==> src/rtl/icache_fill_ctrl_if.sv <==
// Fetch-side and memory-side signal bundle of the instruction cache fill controller.
// slave = the cache, master = the IF stage plus the instruction memory around it.
interface icache_fill_ctrl_if;
  logic [31:0]  Instr_address_2IC;
  logic [31:0]  Instr1_fIC;
  logic         Stall_2IF;
  logic [31:0]  Instr_address_2IM;
  logic         iBlkRead;
  logic [255:0] block_read_fIM;
  logic         block_read_fIM_valid;
  logic         Invalidate;
  logic [31:0]  Miss_count;

  modport slave (
    input  Instr_address_2IC,
    input  block_read_fIM,
    input  block_read_fIM_valid,
    input  Invalidate,
    output Instr1_fIC,
    output Stall_2IF,
    output Instr_address_2IM,
    output iBlkRead,
    output Miss_count
  );

  modport master (
    output Instr_address_2IC,
    output block_read_fIM,
    output block_read_fIM_valid,
    output Invalidate,
    input  Instr1_fIC,
    input  Stall_2IF,
    input  Instr_address_2IM,
    input  iBlkRead,
    input  Miss_count
  );
endinterface

==> src/rtl/icache_fill_ctrl.sv <==
// Direct-mapped flop-based instruction cache with 32-byte line fill, whole-cache
// invalidate and a saturating miss counter.
module icache_fill_ctrl #(
  parameter int unsigned LINES = 16
) (
  input logic               CLK,
  input logic               RESET,
  icache_fill_ctrl_if.slave bus
);

  localparam int unsigned IDX_W  = $clog2(LINES);
  localparam int unsigned TAG_W  = 32 - 5 - IDX_W;
  localparam int unsigned LINE_W = 256;
  localparam int unsigned WORD_W = 32;

  typedef enum logic {
    S_IDLE,
    S_FILL
  } state_e;

  state_e              state_q, state_d;
  logic [LINES-1:0]    valid_q, valid_d;
  logic [TAG_W-1:0]    tag_q  [LINES];
  logic [LINE_W-1:0]   data_q [LINES];
  logic [31:0]         addr_q, addr_d;
  logic                blk_q, blk_d;
  logic [31:0]         miss_q, miss_d;

  logic [IDX_W-1:0]    pc_idx;
  logic [TAG_W-1:0]    pc_tag;
  logic [2:0]          pc_word;
  logic [IDX_W-1:0]    fill_idx;
  logic [LINE_W-1:0]   pc_line;
  logic [WORD_W-1:0]   pc_instr;
  logic                hit;
  logic                install;

  assign pc_word  = bus.Instr_address_2IC[4:2];
  assign pc_idx   = bus.Instr_address_2IC[5 +: IDX_W];
  assign pc_tag   = bus.Instr_address_2IC[31 -: TAG_W];
  assign fill_idx = addr_q[5 +: IDX_W];

  // Lookup is purely combinational so a hit returns in the same cycle.
  always_comb begin
    pc_line  = data_q[pc_idx];
    pc_instr = pc_line[{pc_word, 5'b0} +: WORD_W];
    hit      = !RESET && (state_q == S_IDLE) && valid_q[pc_idx] &&
               (tag_q[pc_idx] == pc_tag) && !bus.Invalidate;
  end

  assign bus.Stall_2IF         = !hit;
  assign bus.Instr1_fIC        = hit ? pc_instr : '0;
  assign bus.Instr_address_2IM = addr_q;
  assign bus.iBlkRead          = blk_q;
  assign bus.Miss_count        = miss_q;

  // Next-state logic; Invalidate overrides any fill in progress or about to start.
  always_comb begin
    state_d = state_q;
    valid_d = valid_q;
    addr_d  = addr_q;
    blk_d   = blk_q;
    miss_d  = miss_q;
    install = 1'b0;
    if (bus.Invalidate) begin
      valid_d = '0;
      state_d = S_IDLE;
      blk_d   = 1'b0;
    end else begin
      case (state_q)
        S_IDLE: begin
          if (!hit) begin
            state_d = S_FILL;
            blk_d   = 1'b1;
            addr_d  = {bus.Instr_address_2IC[31:5], 5'b0};
            if (miss_q != '1) begin
              miss_d = miss_q + 32'd1;
            end
          end
        end
        S_FILL: begin
          if (bus.block_read_fIM_valid) begin
            install           = 1'b1;
            valid_d[fill_idx] = 1'b1;
            state_d           = S_IDLE;
            blk_d             = 1'b0;
          end
        end
        default: begin
          state_d = S_IDLE;
          blk_d   = 1'b0;
        end
      endcase
    end
  end

  always_ff @(posedge CLK) begin
    if (RESET) begin
      state_q <= S_IDLE;
      valid_q <= '0;
      addr_q  <= '0;
      blk_q   <= 1'b0;
      miss_q  <= '0;
    end else begin
      state_q <= state_d;
      valid_q <= valid_d;
      addr_q  <= addr_d;
      blk_q   <= blk_d;
      miss_q  <= miss_d;
    end
  end

  // Tag and data arrays carry no reset; valid bits alone gate their use.
  always_ff @(posedge CLK) begin
    if (install && !RESET) begin
      tag_q[fill_idx]  <= addr_q[31 -: TAG_W];
      data_q[fill_idx] <= bus.block_read_fIM;
    end
  end

endmodule

==> src/flat_wrapper.sv <==
// flat-port wrapper written by rule: the top's interface ports become plain ports
module icache_fill_ctrl_flat 
#(
  parameter int unsigned LINES = 16
)
  (CLK, RESET, bus_Instr_address_2IC, bus_block_read_fIM, bus_block_read_fIM_valid, bus_Invalidate, bus_Instr1_fIC, bus_Stall_2IF, bus_Instr_address_2IM, bus_iBlkRead, bus_Miss_count);
  icache_fill_ctrl_if bus_i ();
  input logic CLK;
  input logic RESET;
  input wire logic [$bits(bus_i.Instr_address_2IC)-1:0] bus_Instr_address_2IC;
  input wire logic [$bits(bus_i.block_read_fIM)-1:0] bus_block_read_fIM;
  input wire logic [$bits(bus_i.block_read_fIM_valid)-1:0] bus_block_read_fIM_valid;
  input wire logic [$bits(bus_i.Invalidate)-1:0] bus_Invalidate;
  output wire logic [$bits(bus_i.Instr1_fIC)-1:0] bus_Instr1_fIC;
  output wire logic [$bits(bus_i.Stall_2IF)-1:0] bus_Stall_2IF;
  output wire logic [$bits(bus_i.Instr_address_2IM)-1:0] bus_Instr_address_2IM;
  output wire logic [$bits(bus_i.iBlkRead)-1:0] bus_iBlkRead;
  output wire logic [$bits(bus_i.Miss_count)-1:0] bus_Miss_count;
  assign bus_i.Instr_address_2IC = bus_Instr_address_2IC;
  assign bus_i.block_read_fIM = bus_block_read_fIM;
  assign bus_i.block_read_fIM_valid = bus_block_read_fIM_valid;
  assign bus_i.Invalidate = bus_Invalidate;
  assign bus_Instr1_fIC = bus_i.Instr1_fIC;
  assign bus_Stall_2IF = bus_i.Stall_2IF;
  assign bus_Instr_address_2IM = bus_i.Instr_address_2IM;
  assign bus_iBlkRead = bus_i.iBlkRead;
  assign bus_Miss_count = bus_i.Miss_count;
  icache_fill_ctrl #(.LINES(LINES)) u_core (.CLK(CLK), .RESET(RESET), .bus(bus_i));
endmodule
==> config.mk <==
export PLATFORM = sky130hd
export DESIGN_NAME = icache_fill_ctrl_flat
export DESIGN_NICKNAME = d
export VERILOG_FILES = /design/src/rtl/icache_fill_ctrl_if.sv /design/src/rtl/icache_fill_ctrl.sv /design/src/flat_wrapper.sv
export SDC_FILE = /design/constraint.sdc
export NUM_CORES = 2
export LEC_CHECK = 0
export ABC_AREA = 0
export CAP_MARGIN = 20
export CORE_UTILIZATION = 25
export DETAILED_ROUTE_END_ITERATION = 12
export PLACE_DENSITY = 0.43
export SLEW_MARGIN = 20
export SYNTH_ARGS = -nofsm -noshare
export SYNTH_HDL_FRONTEND = slang
export SYNTH_MEMORY_MAX_BITS = 65536
export SYNTH_SLANG_ARGS = --single-unit
==> constraint.sdc <==
create_clock -name CLK -period 90.1 [get_ports CLK]
set_input_delay 22.525 -clock CLK [delete_from_list [all_inputs] [get_ports CLK]]
set_output_delay 22.525 -clock CLK [all_outputs]
set_load 0.02 [all_outputs]
==> summary.txt <==
Worst setup path
  – Required @ worst endpoint: 67570 ps
  – R2r startpoint: u_core.state_q
  – Crit. End Element: output pin
  – Arrival time of the worst setup path: ~30000 ps
  – R2R Path End: u_core.data_q[13][217]
  – Worst Path Max Fanout: between 100 and 150
  – Minimum setup slack among reg-to-reg paths: 83030 ps
  – Crit Path Class: input pin to output pin
  – R2R depth: 10
  – Worst setup SP type: input pin

Power
  – P_leak: roughly 62 nW
  – Maximum vdd drop: around 0.018 mV
  – Total power: 4.44 mW
  – PD cells: 21.7 mW/mm2

STA
  – Fmax: 0.0191 GHz
  – RSZ-0062 raised after global routing: false
  – Final period utilization: between 50 and 60%
  – Worst setup margin: about 38000 ps
  – Clock Skews: about 69 ps
  – Least-Margin Pin Slew: roughly 1100 ps
  – Tmin final: about 52000 ps
  – Worst slew margin: between 20% and 30%
  – TNS Setup: 0 ps
  – Slew Viols, Final: 0
  – Final setup vio count: 0
  – Fin. Hold Viols: 0

Layout
  – Syn-to-layout area delta: 17.6%
  – Utilization after layout: between 20 and 30%
  – Final net count: 7951
  – Layout cells sized above 1: ~29%
  – Layout Cells excl Fill: 17300

Die
  – Area of the core: approximately 0.69 mm2
  – Site Rows: between 300 and 400
  – I/O pin count: 390
  – Starting Density: around a quarter
  – Full die area: 0.699 mm2
  – Die Wd: ~840 um
  – Height of the die: 836 um

Logic synthesis
  – Area share of the largest cell type after synthesis: between 70 and 80%
  – Post-synthesis sequential area ratio: 78.0%
  – Post-Synth Adder-Cell Area: less than 1%
  – Synth top cells by count: edfxtp_1, mux4_2, clkbuf_1
  – Mapped Cells: between 6000 and 7000
  – Synth warnings: 0
  – Post-synthesis compound-gate area fraction: 0.384%
  – Largest family of logic cells by synthesized area: multiplexers
  – Synth Flop Type: edfxtp_1
  – Post-synthesis mux area share: between 10% and 20%
  – Post-Synth Simple-Gate Area: between 1 and 1.5%
  – Area contributors post-synth: edfxtp_1, mux4_2, dfxtp_1
  – Synth area leader: edfxtp_1
  – #FFs+latches synth: between 4000 and 5000
  – Most frequent cell after synthesis: edfxtp_1
  – Post-Synth XOR/XNOR Area: less than 1%
  – Mapped cell area: between 0.15 and 0.2 mm2
  – EDFF count, synth: 4464
  – Post-synth cell types: slightly above 70
  – Avg Inst Size Synth: ~25 um2
  – Async SR Flop Fraction: 0%

CTS
  – # Post-CTS Setup Buffers: 0
  – TritonCTS sink count: around 4500
  – Root Driver: clkbuf_16
  – CTS Buffer Depth: 4
  – Max H-tree Level: 5
  – Cts repair resizes: 0
  – Post-CTS Hold Fix Bufs: 0
  – Total CTS buffers: between 400 and 500
  – Clk slew on worst S/H paths: about 60 ps
  – CTS tree: built
  – Worst-Skew Late Latency: 1020 ps

Run status
  – Run status: finished clean

Placed design
  – Gpl congestion: 0.739
  – DP Worst Slack: ~37000 ps
  – Buffers on Ports: 382
  – Placed Cells: around 16000
  – Dpl hpwl: between 200 and 300 mm

Route
  – Starting DRT DRC Count: between 6000 and 7000
  – Final WL: 516 mm
  – Via count: between 70000 and 80000
  – DR pass1 iterations: 5
  – Drt wl/cell: between 20 and 30 um
  – Vias per cell: 4.56
  – Post-route DRC: 0
  – Routed Antenna Nets: 0

Min path
  – Worst Hold Launch: u_core.valid_q[1]
  – Hold path endpoint: u_core.valid_q[1]
  – Hold Path Class: flop to flop
  – Hold path depth: 1

Global route
  – Largest net degree at the start of global routing: about 120
  – Vias in the first global route: ~84000
  – First-pass GRT wire length: slightly above 700 mm
  – Antenna violations before repair: 191
  – Global Route Usage Sum: 14.4%
  – Gr ovfl total: 0

Flow run
  – Number of max-cap violations: 0
-- final cells by class --
| cell class | count | area, um2 |
|---|---|---|
| Clock inverter | 315 | 2620 |
| Timing Repair Buffer | 590 | 5700 |
| Antenna cell | 37 | 92.6 |
| Fill cell | 66300 | 487000 |
| Sequential cell | 4541 | 136000 |
| Clock buffer | 564 | 12300 |
| Tap cell | 9210 | 11500 |
| Inverter | 14 | 60.1 |
| Multi-Input combinational cell | 2040 | 36600 |
-- critical path, stage by stage --
cell	delay, ps
buf_8	550
buf_4	730
buf_12	490
buf_4	750
buf_4	620
buf_4	880
mux4_2	440
mux4_2	610
mux4_2	590
mux2i_1	530
nor2_1	110
clkdlybuf4s50_1	740
-- worst max-delay path by stage --
stage | startpoint | endpoint | cells after the start
6_report | bus_Instr_address_2IC[6] | bus_Instr1_fIC[5] | 12
5_1_grt | bus_Instr_address_2IC[6] | bus_Instr1_fIC[12] | 12
4_1_cts | bus_Instr_address_2IC[6] | bus_Instr1_fIC[14] | 12
3_5_place_dp | bus_Instr_address_2IC[6] | bus_Instr1_fIC[14] | 12
3_3_place_gp | bus_Instr_address_2IC[6] | bus_Instr1_fIC[14] | 12
2_1_floorplan | bus_Instr_address_2IC[6] | bus_Instr1_fIC[10] | 12
-- logic make-up after synthesis --
logic type               after synthesis
multiplexers                        1577
adder cells (fa/ha/maj)                1
flip-flops                          4541
buffers and inverters                381
AND/OR/NAND/NOR                      341
XOR/XNOR                              25
other                                  1
AO/OA/AOI/OAI                         91
-- routing by layer --
metal  GRT usage, %  part of all wire [%]
met2           23.9                    48
met4           2.62                   2.0
met3           2.91                   6.0
met1           19.7                    44
met5              0                 0.058
-- through the flow --
stage | hold slack (ps) | instance area, um2
floorplan | 418 | 174000
global placement | 424 | 189000
detailed placement | 432 | 189000
CTS | 445 | 204000
global route | 454 | 204000
finish | 443 | 204000
-- registers in the layout (all words and copies together) (netlist names) --
name and cells:
u_core.bus.Instr_address_2IM 27, u_core.valid_q 16, u_core.tag_q 368, u_core.state_q 1, u_core.bus.Miss_count 32, u_core.data_q 4096, u_core.bus.iBlkRead 1
-- where the power goes --
part           switching, mW  total, mW  internal, mW
logic                  0.126      0.216        0.0901
registers            0.00450       2.33          2.32
clock network          0.826       1.89          1.07
-- layout by cell type, fill, tap and decap left out, drive strengths merged, types with 16 or more instances in the layout --
master and count:
nand2b 64, clkdlybuf4s50 374, o21ai 16, clkbuf 565, mux2 44, dfxtp 77, nor2b 28, nand3 18
buf 215, nand4 17, a21o 17, inv 28, clkinv 248, nor2 102, bufinv 33, edfxtp 4464
mux2i 110, diode 37, nor3 22, nand2 38, xnor2 17, clkinvlp 20, mux4 1423
No activity file was read; power rests on OpenSTA's default activity.
